`config.mk`:
```
export PLATFORM = sky130hd
export DESIGN_NAME = eth_rmii_tx_flat
export DESIGN_NICKNAME = d
export VERILOG_FILES = /design/src/rtl/eth_rmii_tx_if.sv /design/src/rtl/eth_rmii_tx.sv /design/src/flat_wrapper.sv
export SDC_FILE = /design/constraint.sdc
export NUM_CORES = 1
export LEC_CHECK = 0
export CAP_MARGIN = 10
export CORE_ASPECT_RATIO = 0.6
export CORE_MARGIN = 8
export CORE_UTILIZATION = 55
export CTS_CLUSTER_SIZE = 25
export DETAILED_ROUTE_END_ITERATION = 10
export GPL_TIMING_DRIVEN = 0
export PLACE_DENSITY = 0.85
export REMOVE_ABC_BUFFERS = 1
export SYNTH_ARGS = -nofsm -noshare
export SYNTH_HDL_FRONTEND = slang
export SYNTH_SLANG_ARGS = --single-unit
```
`constraint.sdc`:
```
create_clock -name clk -period 2.3 [get_ports clk]
set_input_delay 0.46 -clock clk [delete_from_list [all_inputs] [get_ports clk]]
set_output_delay 0.46 -clock clk [all_outputs]
set_load 0.005 [all_outputs]
```
`src/rtl/eth_rmii_tx_if.sv`:
```
// Upstream byte handshake plus RMII transmit pins for eth_rmii_tx.
// master = frame source / line monitor side, slave = the transmitter.
interface eth_rmii_tx_if;
  logic       txpacket;
  logic [7:0] txdata;
  logic       txadvance;
  logic       txbusy;
  logic       rmii_txen;
  logic [1:0] rmii_txd;

  modport master (
    output txpacket, txdata,
    input  txadvance, txbusy, rmii_txen, rmii_txd
  );

  modport slave (
    input  txpacket, txdata,
    output txadvance, txbusy, rmii_txen, rmii_txd
  );
endinterface

```
`src/rtl/eth_rmii_tx.sv`:
```
// RMII Ethernet transmitter: preamble/SFD, byte-fed data, optional pad to 60 bytes,
// CRC-32 FCS and inter-packet gap, one dibit per 50 MHz clock.
module eth_rmii_tx #(
  parameter int unsigned PAD        = 1,
  parameter int unsigned IPG_CYCLES = 48
) (
  input logic         clk,
  input logic         reset,
  eth_rmii_tx_if.slave bus
);

  localparam int unsigned CntW = (IPG_CYCLES > 32) ? $clog2(IPG_CYCLES) : 5;

  typedef enum logic [2:0] {StIdle, StPreamble, StData, StPad, StFcs, StIpg} state_e;

  state_e          state_q, state_d;
  logic [CntW-1:0] cnt_q, cnt_d;
  logic [5:0]      byte_q, byte_d;
  logic [31:0]     crc_q, crc_d;
  logic [7:0]      shift_q, shift_d;
  logic            txen_q, txen_d;
  logic [1:0]      txd_q, txd_d;
  logic            busy_q, busy_d;
  logic            adv, end_byte, load;
  logic [7:0]      load_byte;

  function automatic logic [31:0] crc_byte(input logic [31:0] crc, input logic [7:0] b);
    logic [31:0] c;
    c = crc ^ {24'h0, b};
    for (int i = 0; i < 8; i++) begin
      c = c[0] ? ((c >> 1) ^ 32'hEDB88320) : (c >> 1);
    end
    return c;
  endfunction

  always_comb begin
    state_d   = state_q;
    cnt_d     = cnt_q + CntW'(1);
    byte_d    = byte_q;
    crc_d     = crc_q;
    shift_d   = shift_q;
    txen_d    = txen_q;
    txd_d     = txd_q;
    adv       = 1'b0;
    end_byte  = 1'b0;
    load      = 1'b0;
    load_byte = 8'h00;

    case (state_q)
      StIdle: begin
        cnt_d = '0;
        if (bus.txpacket) begin
          state_d = StPreamble;
          txen_d  = 1'b1;
          txd_d   = 2'b01;
          crc_d   = '1;
          byte_d  = '0;
          shift_d = '0;
        end
      end
      StPreamble: begin
        txd_d    = (cnt_q == CntW'(30)) ? 2'b11 : 2'b01;
        end_byte = (cnt_q == CntW'(31));
      end
      StData, StPad: begin
        txd_d    = shift_q[1:0];
        shift_d  = shift_q >> 2;
        end_byte = (cnt_q == CntW'(3));
      end
      StFcs: begin
        // crc_q already holds the complemented CRC and is shifted out in place.
        txd_d = crc_q[1:0];
        crc_d = crc_q >> 2;
        if (cnt_q == CntW'(15)) begin
          state_d = StIpg;
          txen_d  = 1'b0;
          txd_d   = 2'b00;
          cnt_d   = '0;
          crc_d   = '1;
        end
      end
      StIpg: begin
        // The single IDLE cycle completes the gap, so the line is quiet IPG_CYCLES clocks.
        if (cnt_q == CntW'(IPG_CYCLES - 2)) state_d = StIdle;
      end
      default: state_d = StIdle;
    endcase

    if (end_byte) begin
      cnt_d = '0;
      if (state_q != StPad && bus.txpacket) begin
        adv       = 1'b1;
        state_d   = StData;
        load      = 1'b1;
        load_byte = bus.txdata;
      end else if (PAD != 0 && byte_q < 6'd60) begin
        state_d = StPad;
        load    = 1'b1;
      end else begin
        state_d = StFcs;
        txd_d   = ~crc_q[1:0];
        crc_d   = (~crc_q) >> 2;
      end
    end

    if (load) begin
      txd_d   = load_byte[1:0];
      shift_d = {2'b00, load_byte[7:2]};
      crc_d   = crc_byte(crc_q, load_byte);
      byte_d  = (byte_q < 6'd60) ? byte_q + 6'd1 : byte_q;
    end

    busy_d = (state_d != StIdle);
  end

  always_ff @(posedge clk or posedge reset) begin
    if (reset) begin
      state_q <= StIdle;
      cnt_q   <= '0;
      byte_q  <= '0;
      crc_q   <= '1;
      shift_q <= '0;
      txen_q  <= 1'b0;
      txd_q   <= 2'b00;
      busy_q  <= 1'b0;
    end else begin
      state_q <= state_d;
      cnt_q   <= cnt_d;
      byte_q  <= byte_d;
      crc_q   <= crc_d;
      shift_q <= shift_d;
      txen_q  <= txen_d;
      txd_q   <= txd_d;
      busy_q  <= busy_d;
    end
  end

  assign bus.txadvance = adv & ~reset;
  assign bus.txbusy    = busy_q;
  assign bus.rmii_txen = txen_q;
  assign bus.rmii_txd  = txd_q;

endmodule

```
`src/flat_wrapper.sv`:
```
// flat-port wrapper written by rule: the top's interface ports become plain ports
module eth_rmii_tx_flat 
#(
  parameter int unsigned PAD        = 1,
  parameter int unsigned IPG_CYCLES = 48
)
  (clk, reset, bus_txpacket, bus_txdata, bus_txadvance, bus_txbusy, bus_rmii_txen, bus_rmii_txd);
  eth_rmii_tx_if bus_i ();
  input logic clk;
  input logic reset;
  input wire logic [$bits(bus_i.txpacket)-1:0] bus_txpacket;
  input wire logic [$bits(bus_i.txdata)-1:0] bus_txdata;
  output wire logic [$bits(bus_i.txadvance)-1:0] bus_txadvance;
  output wire logic [$bits(bus_i.txbusy)-1:0] bus_txbusy;
  output wire logic [$bits(bus_i.rmii_txen)-1:0] bus_rmii_txen;
  output wire logic [$bits(bus_i.rmii_txd)-1:0] bus_rmii_txd;
  assign bus_i.txpacket = bus_txpacket;
  assign bus_i.txdata = bus_txdata;
  assign bus_txadvance = bus_i.txadvance;
  assign bus_txbusy = bus_i.txbusy;
  assign bus_rmii_txen = bus_i.rmii_txen;
  assign bus_rmii_txd = bus_i.rmii_txd;
  eth_rmii_tx #(.PAD(PAD), .IPG_CYCLES(IPG_CYCLES)) u_core (.clk(clk), .reset(reset), .bus(bus_i));
endmodule
```
==> results of run 1 <==
## registers in the layout, summed over array words and instances (netlist names)
register	cells
u_core.bus.rmii_txd	2
u_core.bus.rmii_txen	1
u_core.bus.txbusy	1
u_core.byte_q	6
u_core.cnt_q	6
u_core.crc_q	32
u_core.shift_q	6
u_core.state_q	3
## per-stage QoR
stage	instances	setup TNS, ns
CTS	607	-0.341
finish	621	-1.95
floorplan	439	-100.41
detailed placement	567	-41.62
global placement	562	-192.79
global route	621	-2.83
## path summary, 6_finish.rpt
path | from | cells past startpoint | slack, ns | endpoint
max | bus_txpacket | 6 | -0.24 | bus_txadvance
min | u_core.shift_q[3] | 2 | 0.50 | u_core.shift_q[3]
max reg2reg | u_core.cnt_q[3] | 6 | -0.10 | u_core.crc_q[21]
min reg2reg | u_core.shift_q[3] | 2 | 0.50 | u_core.shift_q[3]
max in group asynchronous | reset | 3 | 1.14 | u_core.crc_q[11]
min in group asynchronous | reset | 2 | 0.54 | u_core.bus.rmii_txd[0]
## power groups by stage
stage	Sequential, mW	Combinational (mW)	Clock [mW]
3_5_place_dp	2.16	3.88	0
2_1_floorplan	1.97	3.10	0
5_1_grt	2.23	5.34	1.62
6_report	2.21	5.11	1.57
4_1_cts	2.14	4.39	1.57
3_3_place_gp	2.12	3.70	0
## metal layers
layer,vias to the layer above,GRT usage,part of all wire
li1,1734,-,-
met1,2075,0.326,0.37
met2,379,0.377,0.42
met3,126,0.116,0.14
met4,2,0.118,0.061
met5,-,0,0.0014
## logic make-up after synthesis
| kind of cell | share of synthesized area |
|---|---|
| AO/OA/AOI/OAI | 0.203 |
| XOR/XNOR | 0.262 |
| adder cells (fa/ha/maj) | 0.00829 |
| buffers and inverters | 0.0591 |
| flip-flops | 0.324 |
| multiplexers | 0.00470 |
| AND/OR/NAND/NOR | 0.139 |
## repair_timing
| item | in CTS | in global routing |
|---|---|---|
| setup endpoints to repair | 56 | 49 |
| pin swaps | 12 | 17 |
| cloned | 2 | 1 |
| setup buffers | 22 | 13 |
| resized for setup | 46 | 38 |
## placed cells by master, fill, tap and decap left out, types with 2 or more instances in the layout
cell type	count
nor2_2	2
ha_1	2
nand2_4	2
nand3_1	5
o22a_2	2
bufinv_16	3
o21ai_0	27
dfstp_2	31
a22o_1	3
nand2_1	30
buf_12	3
buf_2	2
a32oi_1	4
buf_4	33
clkbuf_16	10
a21oi_1	3
xnor2_4	2
nor3_2	8
nand4_1	2
xor2_2	7
o22a_1	6
a31oi_1	2
xor2_1	29
xnor2_1	80
nor2_1	65
clkdlybuf4s50_1	11
o221ai_1	11
inv_1	6
nor3_4	5
nor3_1	2
dfrtp_2	5
dfrtp_1	20
o21ai_4	2
buf_6	2
xnor2_2	15
o221ai_2	30
dlymetal6s2s_1	3
## layout make-up
cell class / instances / area share
multi-input combinational: 377 / 0.564
sequential: 57 / 0.256
clock buffer: 11 / 0.0421
inverter: 7 / 0.00456
timing repair buffer: 56 / 0.0917
tap: 108 / 0.0235
clock inverter: 5 / 0.0178
## worst max-delay path, stage by stage
cell and delay [ns]:
clkdlybuf4s50_1 0.67, inv_1 0.22, a21oi_4 0.38, nand2_4 0.13, nor2_1 0.11, buf_2 0.11
==> results.md, run 1 <==
- Area of the multi-input gates: about 3200 µm²
- Residual DRC: 0
- Synth area leader: xnor2_1
- Total of warnings raised by yosys: 0
- Global-route wire length before repair: between 20000 and 25000 µm
- Status: finished with violations
- Most frequent cell after synthesis: xnor2_1
- Die X: approximately 130 µm
- Pins Over Slew Limit: 0
- Detailed Routing Iterations Pass 1: 8
- Power per Cell Area: around 1500 nW/µm²
- Gpl congestion: between 0.9 and 1
- Starting DRT DRC Count: 632
- Fillers: about 490
- Clock slew at reported path FFs: around 0.060 ns
- CTS Buf Count: 9
- Starting Density: 0.570
- Share of the synthesized area in the top cell type: 0.188
- Clk buf depth: 2
- Worst EP arrival: 2.08 ns
- Register bit total from synthesis: 57
- Post-route ant nets: 0
- Diodes inserted: 0
- CP Launch Type: input pin
- Placed cell areas: around 4700 µm²
- Worst slew pin tran: 1.15 ns
- Via count: between 4000 and 5000
- Fin area: around 5800 µm²
- Share of layout cells above drive strength 1: 0.368
- Hold WC Path Type: flop to flop
- Routed len/inst: 26.8 µm
- Clk pwr share: 0.177
- Clk root buf: clkbuf_16
- Comb power frac: 0.575
- Sw Share: 0.447
- Crit Path Max Fanout: 7
- DIE HEIGHT: ~86 µm
- CTS tree: done
- Register Area: about 1500 µm²
- H-Tree Level Count: 3
- DP HPWL: 8890 µm
- Main synth FF type: dfstp_2
- Synth top cells by count: xnor2_1, nor2_1, xor2_1, dfstp_2, nand2_1
- Rows: 25
- Number of enable flip-flop cells after synthesis: 0
- Final WL: between 15000 and 20000 µm
- CP Capture Type: primary output
- Largest net degree at the start of global routing: 35
- Core ar.: around 8000 µm²
- Failing checks: setup timing
- Fin. Hold Viols: 0
- Int Power: 4.91 mW
- Max-capacitance violation count: 0
- Fin crit period: between 2 and 3 ns
- Final setup violation count: 36
- Synth-to-layout area growth: 27.2%
- Vias in the first global route: 4055
- Worst Path Required: around 1.8 ns
- Sequential share of power: 0.249
- I/O pins: 16
- Via density: approximately 7
- Dominant cells by area after synthesis: xnor2_1, dfstp_2, dfrtp_1
- Crit Path Category: input pin to primary output
- Rel. slew slack: 0.231
- CTS sink count: 57
- Initial antenna violation count: 0
- Total Routing Usage GR: 0.260
- Hold buffer count at cts: 0
- Clock skew: 0.00535 ns
- Sw Pwr: approximately 4.0 mW
- Count of different cell masters after synthesis: 47
- Buffers on Ports: 15
- Setup WS post-layout: -0.244 ns
- Fmax: approximately 0.39 GHz
- RSZ-0062 raised after global routing: yes
- Grt total ovfl: 0
- Synthesized area per cell: between 9 and 10 µm²
- Clk_lat worst skew: ~0.34 ns
- Post-Place Setup Slack: -1.40 ns
- Tcrit/Tclk final: 1.11
- Final net count: roughly 520
- Pleak: 2.12 nW
- Synthesized instance count: approximately 490
- Post-synthesis sequential area ratio: 0.324
- Fin Hold WS: between 0.5 and 0.6 ns
- Final core utilization: 0.725
- Peak VDD IR: ~1.4 mV
- Asr flop ratio synth: 1.00
- Die ar.: between 10000 and 15000 µm²
- Synth Cell Area: between 4000 and 5000 µm²
- Power Total: 8.90 mW
Note: power is estimated with default switching activity, not from simulation.
==> run 2: changes to the inputs <==
--- a/config.mk
+++ b/config.mk
@@ -7,12 +7,11 @@
 export LEC_CHECK = 0
 export CAP_MARGIN = 10
 export CORE_ASPECT_RATIO = 0.6
-export CORE_MARGIN = 8
 export CORE_UTILIZATION = 55
 export CTS_CLUSTER_SIZE = 25
 export DETAILED_ROUTE_END_ITERATION = 10
 export GPL_TIMING_DRIVEN = 0
-export PLACE_DENSITY = 0.85
+export PLACE_DENSITY = 0.82
 export REMOVE_ABC_BUFFERS = 1
 export SYNTH_ARGS = -nofsm -noshare
 export SYNTH_HDL_FRONTEND = slang
==> constraint.sdc (replaced) <==
create_clock -name clk -period 3.2 [get_ports clk]
set_input_delay 0.64 -clock clk [delete_from_list [all_inputs] [get_ports clk]]
set_output_delay 0.64 -clock clk [all_outputs]
set_load 0.005 [all_outputs]
==> run 2 against run 1 <==
Against the previous run:
- the flow now finishes without violations
- die area is 25% lower
- sequential share of layout area up 3.4 points
- final cell count fell by 5.8%
- clock skew increased by 0.0036 ns
- via count down 13%
- wire length decreased by 27%
- sequential power fell by 29%
- worst setup slack better by 0.28 ns
- combinational power decreased by 45%
- global-route usage increased by 5.2 points
==> results.md, run 2 (synthesized netlist as in run 1, its figures left out) <==
- Status: finished clean
- Clk_lat worst skew: 0.34 ns (about the same)
- Largest net degree at the start of global routing: 47 (+34%)
- Fin crit period: approximately 3.2 ns
- CTS tree: done
- Pleak: 1.73 nW (-19%)
- Clk root buf: clkbuf_16
- Vias in the first global route: 3636 (-10%)
- Crit Path Category: flop to primary output
- Power per Cell Area: 1070 nW/µm² (-31%)
- Worst setup path start: u_core.state_q[2]
- CTS sink count: 57 (unchanged)
- Hold_sp: u_core.shift_q[3]
- Critical Path, Cell by Cell: or4b_4, o22ai_4, nand2_2, nor2_1, clkdlybuf4s50_1
- Buffers on Ports: 15 (unchanged)
- Top reg by flops: u_core.crc_q
- Worst reg2reg startpoint: u_core.cnt_q[0]
- Most common cell after layout, fill and taps aside: xnor2_1
- Via density: 6.39 (-8.1%)
- Worst slew pin tran: 0.913 ns (-0.233 ns)
- Post-route ant nets: 0 (unchanged)
- Fmax: 0.316 GHz
- Crit Path Max Fanout: 12 (+5)
- Die ar.: 8610 µm² (-25%)
- Final WL: 12200 µm (-27%)
- Clk buf depth: 2 (unchanged)
- Rel. slew slack: 0.391 (+0.161)
- Placed cell areas: 4680 µm² (+0.24%)
- Detailed Routing Iterations Pass 1: 5 (-3)
- Via count: 3737 (-13%)
- Total Routing Usage GR: 0.312 (+0.0517)
- Fin area: 5050 µm² (-12%)
- Peak VDD IR: 0.637 mV (-56%)
- Worst EP arrival: 2.52 ns (+0.44 ns)
- Tcrit/Tclk final: 0.989
- Worst Path Required: 2.56 ns (+0.72 ns)
- Area of the multi-input gates: 2870 µm² (-12%)
- DIE HEIGHT: 72.3 µm (-16%)
- CP max-delay cell: or4b_4
- Global-route wire length before repair: 20000 µm (-14%)
- Hold buffer count at cts: 0 (unchanged)
- Starting Density: 0.572 (+0.00225)
- Max-capacitance violation count: 0 (unchanged)
- Placed instance count: 567 (unchanged)
- Final core utilization: 0.638 (-0.0866)
- CP peak stage delay: 0.58 ns (-0.09 ns)
- Clock slew at reported path FFs: 0.06 ns (about the same)
- Fin. Hold Viols: 0 (unchanged)
- CTS Buf Count: 9 (unchanged)
- Starting DRT DRC Count: 470 (-26%)
- Final setup violation count: 0 (-100%)
- Residual DRC: 0 (unchanged)
- DP HPWL: 8420 µm (-5.3%)
- Largest register FFs: 32 (unchanged)
- Initial antenna violation count: 0 (unchanged)
- Hold WC Path Type: flop to flop
- Pins Over Slew Limit: 0 (unchanged)
- CP Launch Type: flop
- Commonest cells after routing, fill and taps aside: xnor2_1, nor2_1, xor2_1
- CP Capture Type: primary output
- Grt total ovfl: 0 (unchanged)
- Diodes inserted: 0 (unchanged)
- Share of layout cells above drive strength 1: 0.229 (-0.140)
- Gpl congestion: 0.980 (-0.71%)
- Core ar.: 7910 µm² (-0.39%)
- I/O pins: 16 (unchanged)
- Post-route non-filler standard cell count: 585 (-5.8%)
- Routed len/inst: 20.8 µm (-22%)
- H-Tree Level Count: 3 (unchanged)
- Final net count: 486 (-6.9%)
- Clock skew: 0.00893 ns (+0.00358 ns)
- Fillers: 629 (+29%)
- Register Area: 1470 µm² (-0.59%)
- Rows: 25 (unchanged)
- Die X: 119 µm (-11%)
- Synth-to-layout area growth: 11.5%
run 2: cell types whose count changed in the layout (fill, tap and decap cells not counted), moves of 4 or more:
cell and change:
xnor2_1 +17, buf_4 -31, clkdlybuf4s50_1 +4, dfrtp_1 +4, xor2_1 +7, xor2_2 -7, xnor2_2 -15, dfrtp_2 -4
nor3_1 +5
run 2: metal layers:
| metal | vias to the layer above | routed length [µm] | global-route usage |
|---|---|---|---|
| li1 | 1653 | - | - |
| met1 | 1822 | 5530 | 0.461 |
| met2 | 229 | 5080 | 0.434 |
| met3 | 33 | 1320 | 0.0763 |
| met4 | 0 | 261 | 0.124 |
| met5 | - | 0 | 0 |
run 2: what timing repair did:
action | CTS | global route
pin swaps | 1 | 1
setup endpoints to repair | 13 | 28
resized for setup | 6 | 7
setup buffers | 1 | 1
run 2: path summary, 6_finish.rpt:
path,end,slack (ns),depth (start not counted)
worst max-delay path,bus_txadvance,0.04,5
worst min-delay path,u_core.shift_q[3],0.49,2
worst max register to register,u_core.crc_q[11],0.16,7
worst min register to register,u_core.shift_q[3],0.49,2
max in group asynchronous,u_core.crc_q[12],1.87,3
min in group asynchronous,u_core.byte_q[0],0.69,2
run 2: power breakdown:
group | switching, mW | internal, mW
Clock | 0.360 | 0.624
Combinational | 1.53 | 1.31
Sequential | 0.471 | 1.10
run 2: worst max-delay path: cells and delay by family (launching register included):
kind	cells	cell delay (ns)
flip-flops	1	0.55
AND/OR/NAND/NOR	3	0.90
AO/OA/AOI/OAI	1	0.23
buffers and inverters	1	0.50
run 2: metrics by stage:
| step | total power, mW | hold slack, ns | setup TNS (ns) | setup WS (ns) |
|---|---|---|---|---|
| floorplan | 3.64 | 0.446 | -61.74 | -1.95 |
| global placement | 4.15 | 0.468 | -138.77 | -3.81 |
| detailed placement | 4.28 | 0.476 | -1.47 | -0.590 |
| CTS | 5.30 | 0.490 | 0 | 0.00437 |
| global route | 5.66 | 0.514 | -0.0278 | -0.0278 |
| finish | 5.38 | 0.490 | 0 | 0.0355 |
run 2: final cells by class:
class                           count  share of cell area
Clock buffer                       10              0.0473
Inverter                            7             0.00520
Clock inverter                      6              0.0134
Sequential cell                    57               0.291
Multi-Input combinational cell    375               0.568
Tap cell                          108              0.0268
Timing Repair Buffer               22              0.0488
==> edit: new RTL, config.mk and constraints of run 2 <==
Make the reset (`reset`) synchronous in one clocked block.
--- a/src/rtl/eth_rmii_tx.sv
+++ b/src/rtl/eth_rmii_tx.sv
@@ -113,7 +113,7 @@
     busy_d = (state_d != StIdle);
   end
 
-  always_ff @(posedge clk or posedge reset) begin
+  always_ff @(posedge clk) begin
     if (reset) begin
       state_q <= StIdle;
       cnt_q   <= '0;
Check against the original RTL: differs if reset is asserted again (counterexample within 4 cycles, from zero or initial values and one cycle with reset high); with reset held inactive, the same outputs for 10 cycles.
==> edit against run 2 <==
Setup slack gained 0.16 ns; first-iteration DRC count is 4.5% lower; final area decreased by 13%; wire length decreased by 7.8%; sequential cell count unchanged; synthesized area down 15%; sequential share of layout area is 3.2 points lower; via count down 2.6%; worst hold slack got worse by 0.030 ns; register-to-register slack improved by 0.04 ns; synthesized cell count fell by 5.8%; count of clock-buffer cells in the layout up 3; critical endpoint is now u_core.crc_q[2]$_SDFF_PP1_; largest cell class unchanged.
Power is not compared: it rests on default switching activity, and its combinational part moved more than twofold at a synthesized area within 25%.
==> edit: results (changes against run 2) <==
Status
  – Outcome: complete, no violations

Global route
  – Vias in the first global route: 3280 (-9.8%)
  – GRT Overall Usage: 0.3296 (+0.01807)
  – Global-route wire length before repair: 17640 um (-12%)
  – Pin count of the biggest net entering global routing: 52 (+11%)

Detailed routing
  – Starting DRT DRC Count: 449 (-4.5%)
  – Vias per cell: 6.630 (+3.8%)
  – First-pass DRT Iterations: 5 (unchanged)
  – Wirelength per Cell: 20.48 um (-1.7%)

Placed design
  – Post-DP HPWL: 7597 um (-9.8%)
  – Placer Congestion: 0.9791 (-0.11%)

Synthesis
  – Post-synth top cells: dfxtp_1, nor2_1, nand2_1
  – Post-Synth Adder-Cell Area: 0.009772 (+0.001485)
  – Largest cells by area after synthesis: dfxtp_1, xnor2_1, xor2_1
  – Xor and xnor fraction of the mapped netlist area: 0.2560 (-0.006129)
  – Main flop type after synthesis: dfxtp_1
  – Cell variety after synth: 53 (+13%)
  – Mux cell area share after synthesis: 0.005863 (+0.001167)
  – Post-synth ARST share: 0 (-1.000)
  – Sequential share of the synthesized area: 0.2971 (-0.02669)
  – Synth Area in Compound Gates: 0.1883 (-0.01504)

Clock tree
  – CTS Buf Count: 9 (unchanged)
  – Clk Latency, worst-skew pair: 0.34 ns (about the same)

Timing
  – Slew @ Worst Pin: 0.9815 ns (+0.06856 ns)
  – Clock skew: 0.01026 ns (+0.001326 ns)

Final layout
  – # fillers: 535 (-15%)
  – Biggest register: u_core.crc_q
  – Largest register FFs: 32 (unchanged)
  – Share of layout cells above drive strength 1: 0.1212 (-0.1073)
  – Fin nets: 472 (-2.9%)

Hold path
  – Hold Crit Class: flip-flop to flip-flop

Worst setup path
  – Max FO, Critical Path: 31 (+19)
  – Arrival time at the worst endpoint: 3.25 ns (+0.73 ns)
## edit: area by class of cell
cell class	count	area [um^2]	area share
tap	87	108.9	0.02463
multi-input combinational	362	2605	0.5895
clock inverter	2	35.03	0.007928
clock buffer	13	280.3	0.06342
sequential	57	1142	0.2585
timing repair buffer	24	232.7	0.05266
inverter	4	15.01	0.003398
## edit: logic make-up after synthesis
group,after synthesis
AND/OR/NAND/NOR,158
AO/OA/AOI/OAI,112
XOR/XNOR,87
flip-flops,57
buffers and inverters,39
adder cells (fa/ha/maj),3
multiplexers,2
## edit: worst paths after layout
check	from	to	slack, ns	cells after the start
worst max-delay path	u_core.cnt_q[4]$_SDFF_PP0_	u_core.crc_q[2]$_SDFF_PP1_	0.20	8
worst min-delay path	u_core.cnt_q[0]$_SDFF_PP0_	u_core.cnt_q[0]$_SDFF_PP0_	0.46	1
worst max register to register	u_core.cnt_q[4]$_SDFF_PP0_	u_core.crc_q[2]$_SDFF_PP1_	0.20	8
worst min register to register	u_core.cnt_q[0]$_SDFF_PP0_	u_core.cnt_q[0]$_SDFF_PP0_	0.46	1
## edit: timing repair
item,CTS,global route
pin swaps,0,1
setup endpoints to repair,34,7
gates cloned,0,0
buffers inserted,0,4
resized for setup,9,2
## edit: per-layer routing
| metal | GRT usage | vias up | share of wire |
|---|---|---|---|
| li1 | - | 1625 | - |
| met1 | 0.4588 | 1762 | 0.43 |
| met2 | 0.4719 | 242 | 0.43 |
| met3 | 0.1174 | 11 | 0.13 |
| met4 | 0.09833 | 0 | 0.010 |
| met5 | 0 | - | 0 |
## edit: power by group
group / total [mW] / leakage, nW / internal [mW] / switching, mW
Combinational: 0.0937 / 0.976 / 0.0363 / 0.0573
Sequential: 0.728 / 0.463 / 0.720 / 0.00844
Clock: 1.01 / 0.158 / 0.681 / 0.334
## edit: critical path, cell delays in order, from the launching register on
cell and delay (ns):
dfxtp_1 0.39, or4b_4 0.59, o211a_2 0.23, nor3_4 0.50, buf_6 0.27, nand2_2 0.39
o22ai_1 0.32, nor2_1 0.07, o21ai_0 0.14
## edit: per-stage QoR
step | utilization | std cells | area [um^2] | hold slack (ns) | setup WS, ns
after floorplan | - | 423 | 3690 | 0.4258 | -0.6828
after global placement | 0.5889 | 525 | 3949 | 0.4388 | -2.568
after detailed placement | 0.5953 | 529 | 3991 | 0.4577 | -0.4434
after CTS | 0.6505 | 544 | 4362 | 0.4613 | 0.01902
after global routing | 0.6591 | 549 | 4419 | 0.5132 | 0.06361
final | 0.6591 | 549 | 4419 | 0.4599 | 0.1965
